## src/rtl/histogram_peak_finder.sv

```systemverilog
// Sweeps a frozen histogram through a one-cycle-latency read port and reports
// the peak bin, its count, the sum of all bins and the number of non-empty bins.
module histogram_peak_finder #(
   parameter int SIZE       = 7,
   parameter int MAX_NUMBER = 127,
   parameter int ADDR_W     = $clog2(MAX_NUMBER)
) (
   input  logic                   CLK,
   input  logic                   RST,
   input  logic                   START,
   output logic [ADDR_W-1:0]      rd_addr,
   input  logic [SIZE-1:0]        rd_data,
   output logic                   BUSY,
   output logic                   DONE,
   output logic [ADDR_W-1:0]      peak_bin,
   output logic [SIZE-1:0]        peak_count,
   output logic [SIZE+ADDR_W-1:0] total,
   output logic [ADDR_W:0]        nonzero_bins
);

   localparam int SUM_W = SIZE + ADDR_W;
   localparam int NZ_W  = ADDR_W + 1;
   localparam logic [ADDR_W-1:0] LAST_ADDR = ADDR_W'(MAX_NUMBER);

   typedef enum logic [1:0] {IDLE, READ, DRAIN, FIN} state_t;

   state_t             state_q, state_d;
   logic [ADDR_W-1:0]  addr_q, addr_d;
   logic [SIZE-1:0]    max_q, max_d;
   logic [ADDR_W-1:0]  idx_q, idx_d;
   logic [SUM_W-1:0]   sum_q, sum_d;
   logic [NZ_W-1:0]    nz_q, nz_d;
   logic [ADDR_W-1:0]  peak_bin_q, peak_bin_d;
   logic [SIZE-1:0]    peak_count_q, peak_count_d;
   logic [SUM_W-1:0]   total_q, total_d;
   logic [NZ_W-1:0]    nonzero_q, nonzero_d;
   logic               sample_en;
   logic [ADDR_W-1:0]  sample_idx;

   always_ff @(posedge CLK or negedge RST) begin
      if (!RST) begin
         state_q      <= IDLE;
         addr_q       <= '0;
         max_q        <= '0;
         idx_q        <= '0;
         sum_q        <= '0;
         nz_q         <= '0;
         peak_bin_q   <= '0;
         peak_count_q <= '0;
         total_q      <= '0;
         nonzero_q    <= '0;
      end else begin
         state_q      <= state_d;
         addr_q       <= addr_d;
         max_q        <= max_d;
         idx_q        <= idx_d;
         sum_q        <= sum_d;
         nz_q         <= nz_d;
         peak_bin_q   <= peak_bin_d;
         peak_count_q <= peak_count_d;
         total_q      <= total_d;
         nonzero_q    <= nonzero_d;
      end
   end

   // rd_data always belongs to the address presented one cycle earlier,
   // so the first READ cycle carries nothing and DRAIN carries the last bin.
   always_comb begin
      sample_en  = ((state_q == READ) && (addr_q != '0)) || (state_q == DRAIN);
      sample_idx = (state_q == DRAIN) ? LAST_ADDR : addr_q - ADDR_W'(1);
   end

   always_comb begin
      state_d      = state_q;
      addr_d       = addr_q;
      max_d        = max_q;
      idx_d        = idx_q;
      sum_d        = sum_q;
      nz_d         = nz_q;
      peak_bin_d   = peak_bin_q;
      peak_count_d = peak_count_q;
      total_d      = total_q;
      nonzero_d    = nonzero_q;

      case (state_q)
         IDLE: begin
            if (START) begin
               state_d = READ;
               addr_d  = '0;
               max_d   = '0;
               idx_d   = '0;
               sum_d   = '0;
               nz_d    = '0;
            end
         end
         READ: begin
            if (addr_q == LAST_ADDR) begin
               state_d = DRAIN;
            end else begin
               addr_d = addr_q + ADDR_W'(1);
            end
         end
         DRAIN: begin
            state_d = FIN;
            addr_d  = '0;
         end
         FIN: begin
            state_d = IDLE;
         end
         default: begin
            state_d = IDLE;
            addr_d  = '0;
         end
      endcase

      // Strictly-greater update keeps the lowest index on ties.
      if (sample_en) begin
         sum_d = sum_q + SUM_W'(rd_data);
         if (rd_data != '0) begin
            nz_d = nz_q + NZ_W'(1);
         end
         if (rd_data > max_q) begin
            max_d = rd_data;
            idx_d = sample_idx;
         end
      end

      if (state_q == DRAIN) begin
         peak_bin_d   = idx_d;
         peak_count_d = max_d;
         total_d      = sum_d;
         nonzero_d    = nz_d;
      end
   end

   assign rd_addr      = addr_q;
   assign BUSY         = (state_q == READ) || (state_q == DRAIN);
   assign DONE         = (state_q == FIN);
   assign peak_bin     = peak_bin_q;
   assign peak_count   = peak_count_q;
   assign total        = total_q;
   assign nonzero_bins = nonzero_q;

endmodule

```

## config.mk

```make
export PLATFORM = sky130hd
export DESIGN_NAME = histogram_peak_finder
export DESIGN_NICKNAME = d
export VERILOG_FILES = /design/src/rtl/histogram_peak_finder.sv
export SDC_FILE = /design/constraint.sdc
export NUM_CORES = 1
export LEC_CHECK = 0
export BUFFER_PORTS_ARGS = -buffer_cell sky130_fd_sc_hd__buf_2
export CAP_MARGIN = 15
export CORE_ASPECT_RATIO = 0.75
export CORE_MARGIN = 5
export CORE_UTILIZATION = 50
export CTS_CLUSTER_SIZE = 12
export DETAILED_ROUTE_END_ITERATION = 12
export GPL_TIMING_DRIVEN = 0
export PLACE_DENSITY_LB_ADDON = 0.2
export SYNTH_ARGS = -nofsm -noshare
export SYNTH_HDL_FRONTEND = slang
export SYNTH_SLANG_ARGS = --single-unit
```

## constraint.sdc

```tcl
create_clock -name CLK -period 4.9 [get_ports CLK]
set_input_delay 0.49 -clock CLK [delete_from_list [all_inputs] [get_ports CLK]]
set_output_delay 0.49 -clock CLK [all_outputs]
set_load 0.05 [all_outputs]
```

==> key figures, run 1 <==
Outcome
  – Outcome: completed

Timing
  – Crit share post-route: 48.8%
  – Final min period: 2.39 ns
  – Slew at the pin with the worst max-slew slack: 0.592 ns
  – Unrepaired setup endpoints after global routing: false
  – Final Setup Violations: 0
  – Setup TNS Final: 0 ns
  – Final Skew: 0.00592 ns
  – Max-slew headroom: 59.9%
  – F_max: 418 MHz
  – Crit path setup slack, layout: 2.51 ns
  – Hold Vio Cnt, Final: 0
  – Slew Viols, Final: 0

Critical path
  – CP dominant cell by count: nand2_1
  – Crit Path Category: flip-flop to flip-flop
  – CP Buf/Inv Count: 3
  – WP data required: 5.16 ns
  – Crit path cell chain: inv_1, ha_1, nand2_1, clkbuf_1, buf_1, nand2_1, a31oi_1
  – CP max stage delay: 0.50 ns
  – Crit path max-delay family: buffers and inverters
  – Slowest cell on the critical path: clkbuf_1
  – Element type at the critical path start: flip-flop
  – Crit path DAT: 2.66 ns
  – Critical path endpoint category: flip-flop
  – Largest fanout on the critical path: 10

Pwr
  – LEAKAGE: 2.45 nW
  – Pwr dens: 784 mW/mm2
  – VDD IR max: 0.453 mV

Clock network
  – CTS clk-pin slew, worst paths: 0.06 ns
  – CTS root buf: clkbuf_16
  – CTS buffer count: 9
  – Setup Buffers After CTS: 0
  – Worst-Skew Late Latency: 0.35 ns
  – Number of clock sinks: 81
  – H-Tree Depth: 3
  – Hold Buf Count CTS: 0
  – TritonCTS clock tree: built
  – CTS Buffer Depth: 2
  – Cts repair resizes: 0

Yosys
  – Number of synthesized register bits: 81
  – Async S/R FF share, synth: 100%
  – EDFF count, synth: 0
  – Seq/Total Area, Yosys: 46.5%
  – Avg Synthesized Cell Area: 9.55 um2
  – YS warnings: 0
  – Mapped Area: 0.00436 mm2
  – Mapped Nets: 489
  – Synth Flop Type: dfrtp_1
  – Cell count after synthesis: 456
  – Yosys cell types: 52

Global routing
  – Maximum number of pins on one net before global-route repair: 42
  – Total Routing Usage GR: 20.2%
  – Gr ovfl total: 0
  – Vias in the first global route: 3439
  – First-pass GRT wire length: 17.4 mm
  – Antenna violations before repair: 0

Drt
  – DR iter-0 viols: 229
  – Final ANT Viol Nets: 0
  – Detailed-route via count: 3550
  – DR DRC count: 0
  – Iteration count of the initial detailed-routing pass: 4
  – Total Routed Length: 10.4 mm
  – Post-DR vias/cell: 5.59
  – DR WL/cell: 16.5 um

Placed design
  – Pre-CTS WS: 2.29 ns
  – Placer congestion estimate: 0.874
  – Post-DP Area: 0.00478 mm2
  – DP Wirelength: 7.67 mm
  – Port bufs: 54

Finish
  – Final layout net count: 555
  – Area growth, synth to finish: 16.9%
  – Final Instance Area: 0.00509 mm2
  – Layout cells sized above 1: 18.2%
  – Number of diodes: 0

Die
  – Initial core utilization: 51.3%
  – Die extent in x: 118 um
  – Num rows: 29
  – Core ar.: 0.00849 mm2
  – IO Count: 55
  – Die Footprint: 0.0107 mm2
  – Die span in y: 90.8 um

Hold path
  – Min-Delay Path Class: primary input to async pin

Flow run
  – Maxcap violations: 0
[cell families after synthesis]
logic type	share of synthesized area, %
simple gates	17.4
xor+xnor	4.83
flops	46.5
compound gates	15.1
fa+ha+maj	6.78
mux	4.91
buf+inv	4.39
[power by group]
group,switching (mW),internal [mW],total [mW],leakage (nW)
logic,1.53,0.671,2.20,1.31
clock network,0.284,0.409,0.693,0.145
registers,0.163,0.940,1.10,1.00
[placed cells by master, fill, tap and decap left out, drive strengths merged, types with 7 or more instances in the layout]
| master | count |
|---|---|
| xnor2 | 9 |
| nand2 | 48 |
| and3 | 7 |
| nor2 | 54 |
| a22oi | 7 |
| ha | 22 |
| xor2 | 15 |
| mux2i | 12 |
| nor3 | 12 |
| dfrtp | 81 |
| a21oi | 33 |
| a31oi | 20 |
| o21ai | 13 |
| nand3 | 13 |
| mux2 | 8 |
| buf | 63 |
| inv | 23 |
| nand4 | 8 |
| o211ai | 10 |
| clkbuf | 23 |
[sequential cells by signal, summed over array words and instances (netlist names)]
name,flops
idx_q,7
max_q,7
rd_addr,7
nonzero_bins,8
total,14
peak_bin,7
nz_q,8
sum_q,14
state_q,2
peak_count,7
[final cells by class]
type | instances | area [um2]
clock inverter | 6 | 67.6
tap | 108 | 135
multi-input combinational | 331 | 2140
sequential | 81 | 2030
inverter | 23 | 86.3
timing repair buffer | 55 | 293
clock buffer | 10 | 239
fill | 764 | 3400
buffer | 21 | 105
[routing by layer]
metal  track usage [%]  vias up  part of all wire (%)  wire length, um
met5                 0        -                     0                0
li1                  -     1738                     -                -
met1              29.1     1730                    51             5300
met2              29.9       68                    43             4530
met4              6.02        0                   1.7              173
met3              5.39       14                   4.2              438
[stage by stage]
stage	utilization, %	std cells	hold slack, ns	power, mW
detailed placement	56.4	619	0.494	3.31
floorplan	-	456	0.194	2.77
global placement	56.1	618	0.487	3.25
CTS	60.0	635	0.147	4.01
global route	60.0	635	0.168	4.25
finish	60.0	635	0.123	3.99
[synthesized netlist by cell type, types with 8 or more instances]
cell,instances,area (um2)
a21oi_1,30,150
a31oi_1,20,125
clkbuf_1,13,48.8
dfrtp_1,81,2030
ha_1,22,275
inv_1,23,86.3
mux2i_1,12,120
nand2_1,48,180
nand3_1,13,65.1
nand4_1,8,50.1
nor2_1,53,199
nor3_1,12,60.1
o211ai_1,9,67.6
o21ai_0,9,45.0
xnor2_1,9,78.8
xor2_1,15,131
[worst paths after layout]
| check | startpoint | endpoint | slack, ns | cells after the start |
|---|---|---|---|---|
| worst max-delay path | state_q[0] | peak_bin[4] | 2.51 | 7 |
| worst max register to register | state_q[0] | peak_bin[4] | 2.51 | 7 |
| min in group CLK | rd_data[2] | max_q[2] | 0.43 | 3 |
| worst min register to register | nonzero_bins[2] | nonzero_bins[2] | 0.50 | 1 |
| worst min-delay path | RST | max_q[5] | 0.12 | 1 |
| max in group asynchronous | RST | nonzero_bins[7] | 4.17 | 2 |
No activity file was read; power rests on OpenSTA's default activity.
==> inputs of run 2 (changes only) <==
--- a/config.mk
+++ b/config.mk
@@ -5,6 +5,7 @@
 export SDC_FILE = /design/constraint.sdc
 export NUM_CORES = 1
 export LEC_CHECK = 0
+export ABC_AREA = 1
 export BUFFER_PORTS_ARGS = -buffer_cell sky130_fd_sc_hd__buf_2
 export CAP_MARGIN = 15
 export CORE_ASPECT_RATIO = 0.75
==> constraint.sdc (replaced) <==
create_clock -name CLK -period 2.5 [get_ports CLK]
set_input_delay 0.25 -clock CLK [delete_from_list [all_inputs] [get_ports CLK]]
set_output_delay 0.25 -clock CLK [all_outputs]
set_load 0.05 [all_outputs]
==> key figures, run 2 <==
Yosys
  – Seq/Total Area, Yosys: 45.0%
  – EDFF count, synth: 0
  – Cell count after synthesis: 575
  – YS warnings: 0
  – Cell with the most instances after synthesis: nand2_1
  – Mapped Nets: 608
  – Mapped Area: 0.00451 mm2
  – Number of synthesized register bits: 81
  – Yosys cell types: 34
  – Ranking of synthesized cells by area: dfrtp_1 (45%), nand2_1 (17%), ha_1 (6.1%), nand3_1 (5.5%), inv_1 (4.8%)
  – Avg Synthesized Cell Area: 7.84 um2
  – Area leader, netlist: dfrtp_1
  – Post-synth top area share: 45.0%
  – Async S/R FF share, synth: 100%
  – Synth Flop Type: dfrtp_1
  – Most frequent cells after synthesis: nand2_1 (205), dfrtp_1 (81), inv_1 (58)

Clock network
  – Cts repair resizes: 0
  – CTS Buffer Depth: 2
  – Number of clock sinks: 81
  – CTS buffer count: 9
  – Worst-Skew Late Latency: 0.34 ns
  – TritonCTS clock tree: built
  – CTS clk-pin slew, worst paths: 0.06 ns
  – H-Tree Depth: 3
  – CTS root buf: clkbuf_16

Global routing
  – Vias in the first global route: 3851
  – First-pass GRT wire length: 18.6 mm
  – Routing usage on met3: 5.24%
  – Gr ovfl total: 0
  – Grt met2 use: 33.3%
  – Total Routing Usage GR: 21.2%
  – Global route hottest layer: met2
  – Met1 Resource Use GR: 29.2%
  – Maximum number of pins on one net before global-route repair: 44
  – Antenna violations before repair: 0

Timing
  – Unrepaired setup endpoints after global routing: false
  – Setup TNS Final: 0 ns
  – Slew at the pin with the worst max-slew slack: 0.735 ns
  – Crit path setup slack, layout: 0.496 ns
  – Final Setup Violations: 0
  – Final min period: 2.00 ns
  – Hold Vio Cnt, Final: 0
  – Max-slew headroom: 51.0%
  – Final Skew: 0.00519 ns
  – Fin Hold WS: 0.288 ns
  – Crit share post-route: 80.1%
  – Slew Viols, Final: 0
  – F_max: 499 MHz

Pwr
  – LEAKAGE: 2.88 nW
  – Pwr dens: 1380 mW/mm2
  – VDD IR max: 0.968 mV

Placed design
  – Pre-CTS WS: 0.496 ns
  – DP Wirelength: 8.01 mm
  – Port bufs: 54
  – Placer congestion estimate: 0.856

Finish
  – Area of the multi-input gates: 0.00215 mm2
  – Commonest cells after routing, fill and taps aside: nand2_1 (205), dfrtp_1 (81), inv_1 (58)
  – Fillers: 854
  – Layout cells sized above 1: 15.6%
  – Final layout net count: 675
  – Storage element area: 0.00203 mm2
  – Area growth, synth to finish: 15.9%
  – Commonest non-fill, non-tap cell in the layout: nand2_1
  – Number of diodes: 0

Drt
  – Post-DR vias/cell: 5.11
  – DR DRC count: 0
  – DR WL/cell: 14.1 um
  – Iteration count of the initial detailed-routing pass: 5
  – Final ANT Viol Nets: 0
  – Total Routed Length: 10.7 mm
  – DR iter-0 viols: 269
  – Detailed-route via count: 3882

Critical path
  – R2R depth: 10
  – Largest fanout on the critical path: 10
  – Crit path DAT: 2.23 ns
  – Element type at the critical path start: flip-flop
  – Critical path endpoint category: flip-flop
  – WP data required: 2.72 ns
  – Crit Path Category: flip-flop to flip-flop

Die
  – Core ar.: 0.00893 mm2
  – Die extent in x: 120 um
  – IO Count: 55
  – Die Footprint: 0.0110 mm2
  – Initial core utilization: 50.5%
  – Num rows: 30
  – Die span in y: 92.2 um

Flow run
  – Maxcap violations: 0

Outcome
  – Outcome: completed

Hold path
  – Worst Hold Path Cells: 4
  – Min-Delay Path Class: primary input to flip-flop
-- run 2: path summary, 6_finish.rpt --
kind | startpoint | endpoint | slack (ns)
min in group asynchronous | RST | peak_bin[5] | 0.43
worst max-delay path | max_q[2] | peak_bin[0] | 0.50
worst min-delay path | START | nz_q[7] | 0.29
max in group asynchronous | RST | total[11] | 1.47
worst max register to register | max_q[2] | peak_bin[0] | 0.50
worst min register to register | total[11] | total[11] | 0.47
-- run 2: kinds of logic after synthesis --
| group | after synthesis | share of synthesized area, % |
|---|---|---|
| AO/OA/AOI/OAI | 47 | 5.99 |
| XOR/XNOR | 13 | 2.52 |
| adder cells (fa/ha/maj) | 23 | 6.55 |
| buffers and inverters | 79 | 7.27 |
| flip-flops | 81 | 44.9 |
| AND/OR/NAND/NOR | 332 | 32.7 |
-- run 2: final cells by class --
| cell class | instances | area share, % |
|---|---|---|
| Inverter | 61 | 4.38 |
| Timing Repair Buffer | 56 | 5.79 |
| Clock buffer | 13 | 4.98 |
| Buffer | 18 | 1.89 |
| Multi-Input combinational cell | 415 | 41.2 |
| Clock inverter | 3 | 0.287 |
| Tap cell | 112 | 2.68 |
| Sequential cell | 81 | 38.8 |
-- run 2: metal layers --
metal | vias to the layer above | part of all wire (%)
met1 | 1819 | 49
met3 | 13 | 4.5
met5 | - | 0
li1 | 1968 | -
met2 | 82 | 45
met4 | 0 | 1.5
-- run 2: worst max-delay path, stage by stage, from the launching register on --
cell	delay, ns
dfrtp_1	0.35
inv_1	0.05
ha_1	0.31
nand2_1	0.05
o21ai_0	0.14
nand2_1	0.07
nand2_1	0.12
clkbuf_1	0.40
nand4_1	0.19
nand3_1	0.15
nand2_1	0.06
-- run 2: per-stage QoR --
step	util, %	std cells	power [mW]	instance area [um2]
floorplan	-	575	5.05	4510
global placement	55.1	741	5.91	4920
detailed placement	55.3	742	6.03	4940
CTS	58.5	759	7.28	5230
global route	58.5	759	7.84	5230
finish	58.5	759	7.23	5230
-- run 2: timing repair --
item | 4_1_cts | 5_1_grt
endpoints found under the setup margin | 0 | 0
hold buffers | 1 | 0
buffers inserted | 0 | 0
endpoints found under the hold margin | 38 | 0
-- run 2: report_power, final --
part	internal, mW	leakage, nW	switching [mW]	total [mW]
Clock	0.722	0.139	0.500	1.22
Sequential	1.79	1.04	0.274	2.07
Combinational	1.13	1.70	2.82	3.94
==> inputs of run 3 (changes only) <==
--- a/config.mk
+++ b/config.mk
@@ -5,7 +5,7 @@
 export SDC_FILE = /design/constraint.sdc
 export NUM_CORES = 1
 export LEC_CHECK = 0
-export ABC_AREA = 1
+export ABC_AREA = 0
 export BUFFER_PORTS_ARGS = -buffer_cell sky130_fd_sc_hd__buf_2
 export CAP_MARGIN = 15
 export CORE_ASPECT_RATIO = 0.75
==> constraint.sdc (replaced) <==
create_clock -name CLK -period 1.67 [get_ports CLK]
set_input_delay 0.167 -clock CLK [delete_from_list [all_inputs] [get_ports CLK]]
set_output_delay 0.167 -clock CLK [all_outputs]
set_load 0.05 [all_outputs]
==> key figures, run 3 (same netlist as run 1, synthesis figures left out) <==
Finish
  – Final Util: 73.6%
  – Commonest cells after routing, fill and taps aside: dfrtp_1 (74), buf_2 (53), nor2_1 (47)
  – Storage element area: 0.00204 mm2
  – Final layout net count: 602
  – Fillers: 576
  – Commonest non-fill, non-tap cell in the layout: dfrtp_1
  – Final Instance Area: 0.00625 mm2
  – Area of the multi-input gates: 0.00274 mm2
  – Layout cells sized above 1: 42.4%
  – Area growth, synth to finish: 43.5%
  – Non-Filler Instances: 681
  – Number of diodes: 0

Critical path
  – Crit path max-delay family: adder cells
  – Total stage count of the critical path: 8
  – Critical path endpoint category: flip-flop
  – Crit. Startpoint: sum_q[0]
  – Crit path cell chain: ha_2, fa_2, a21oi_4, o211ai_1, buf_4, buf_6, nand4_1, mux2i_1
  – Crit Path Category: flip-flop to flip-flop
  – Reg2reg end: sum_q[8]
  – CP max stage delay: 0.38 ns
  – R2R Setup Slk: -0.28 ns
  – Slowest cell on the critical path: dfrtp_1
  – Crit path DAT: 2.21 ns
  – WP data required: 1.93 ns
  – Critical Path Sink: sum_q[8]
  – R2R depth: 8
  – CP Buf/Inv Count: 2
  – Largest fanout on the critical path: 3
  – Worst r2r src: sum_q[0]
  – Element type at the critical path start: flip-flop

Die
  – IO Count: 55
  – Die extent in x: 118 um
  – Die Footprint: 0.0107 mm2
  – Die span in y: 90.8 um
  – Core ar.: 0.00849 mm2
  – Initial core utilization: 51.3%
  – Num rows: 29

Pwr
  – Pwr dens: 2380 mW/mm2
  – Sw Ratio: 47.6%
  – VDD IR max: 1.54 mV
  – LEAKAGE: 2.88 nW
  – Comb power frac: 64.3%
  – Clock power share: 13.5%
  – Seq pwr share: 22.2%
  – P_int: 7.79 mW
  – Switching power: 7.08 mW

Timing
  – Final min period: 1.95 ns
  – Slew Viols, Final: 0
  – Final Skew: 0.00613 ns
  – Unrepaired setup endpoints after global routing: true
  – Slew at the pin with the worst max-slew slack: 0.519 ns
  – F_max: 512 MHz
  – Crit path setup slack, layout: -0.283 ns
  – Hold Vio Cnt, Final: 0
  – Max-slew headroom: 65.4%
  – Final Setup Violations: 59
  – Crit share post-route: 117%

Drt
  – Iteration count of the initial detailed-routing pass: 5
  – Detailed-route via count: 4004
  – DR DRC count: 0
  – Total Routed Length: 13.2 mm
  – DR WL/cell: 19.4 um
  – DR iter-0 viols: 365
  – Final ANT Viol Nets: 0
  – Post-DR vias/cell: 5.88

Clock network
  – CTS buffer count: 9
  – Number of clock sinks: 81
  – TritonCTS clock tree: built
  – CTS root buf: clkbuf_16
  – Worst-Skew Late Latency: 0.34 ns
  – CTS Buffer Depth: 2
  – CTS clk-pin slew, worst paths: 0.06 ns
  – H-Tree Depth: 3

Placed design
  – Post-DP Area: 0.00490 mm2
  – Port bufs: 54
  – Placer congestion estimate: 0.848
  – DP Wirelength: 7.71 mm
  – Post-Place Cells: 619

Global routing
  – Total Routing Usage GR: 23.5%
  – Vias in the first global route: 4056
  – Antenna violations before repair: 0
  – Gr ovfl total: 0
  – Maximum number of pins on one net before global-route repair: 46
  – First-pass GRT wire length: 20.5 mm

Hold path
  – Min-Delay Path Class: primary input to flip-flop

Outcome
  – Outcome: complete, but fails checks
  – Violated checks: setup timing

Flow run
  – Maxcap violations: 0
run 3: how the worst min path moves through the flow:
stage	start	end	slack, ns	depth (start not counted)
floorplan	RST	idx_q[0]	-0.13	0
global placement	rd_data[2]	max_q[2]	0.47	3
detailed placement	RST	max_q[5]	0.18	1
CTS	rd_data[3]	max_q[3]	0.14	3
global route	rd_data[3]	max_q[3]	0.15	3
finish	rd_data[3]	max_q[3]	0.14	3
run 3: timing repair:
action	in CTS	in global routing
endpoints found under the hold margin	36	0
gates cloned	2	2
pin swaps	46	60
gates resized for setup	90	69
setup buffers	32	19
hold buffers	1	0
endpoints found under the setup margin	74	76
run 3: cell type report:
cell class	instances	area share, %
multi-input cells	331	43.8
flip-flops and latches	81	32.6
clock inverters	3	0.640
repair buffers	109	13.3
inverters	23	1.42
well taps	108	2.16
clock buffers	12	4.10
plain buffers	14	2.00
run 3: per-layer routing:
layer	wire length, um	part of all wire (%)	vias to the layer above	GRT usage, %
met2	6360	48	136	38.0
met4	314	2.4	0	7.45
met1	5930	45	2005	31.7
li1	-	-	1830	-
met3	599	4.5	33	4.95
met5	0	0	-	0
run 3: power groups by stage:
stage	logic [mW]	registers (mW)	clock network, mW
2_1_floorplan	3.61	4.73	0
3_3_place_gp	6.49	3.24	0
3_5_place_dp	6.62	3.28	0
4_1_cts	8.15	3.25	2.02
5_1_grt	10.1	3.37	2.11
6_report	9.57	3.30	2.01
run 3: worst register-to-register path: stages (launching register included):
cell	delay, ns
dfrtp_1	0.38
ha_2	0.19
fa_2	0.37
a21oi_4	0.17
o211ai_1	0.20
buf_4	0.20
buf_6	0.10
nand4_1	0.10
mux2i_1	0.18
run 3: metrics by stage:
stage / setup WS [ns] / power, mW / hold WS, ns / TNS (ns)
after floorplan: -0.322 / 8.34 / -0.129 / -7.70
after global placement: -0.679 / 9.73 / 0.471 / -49.48
after detailed placement: -0.717 / 9.91 / 0.176 / -35.51
after CTS: -0.239 / 13.4 / 0.142 / -7.09
after global routing: -0.385 / 15.6 / 0.148 / -12.76
final: -0.283 / 14.9 / 0.137 / -7.69
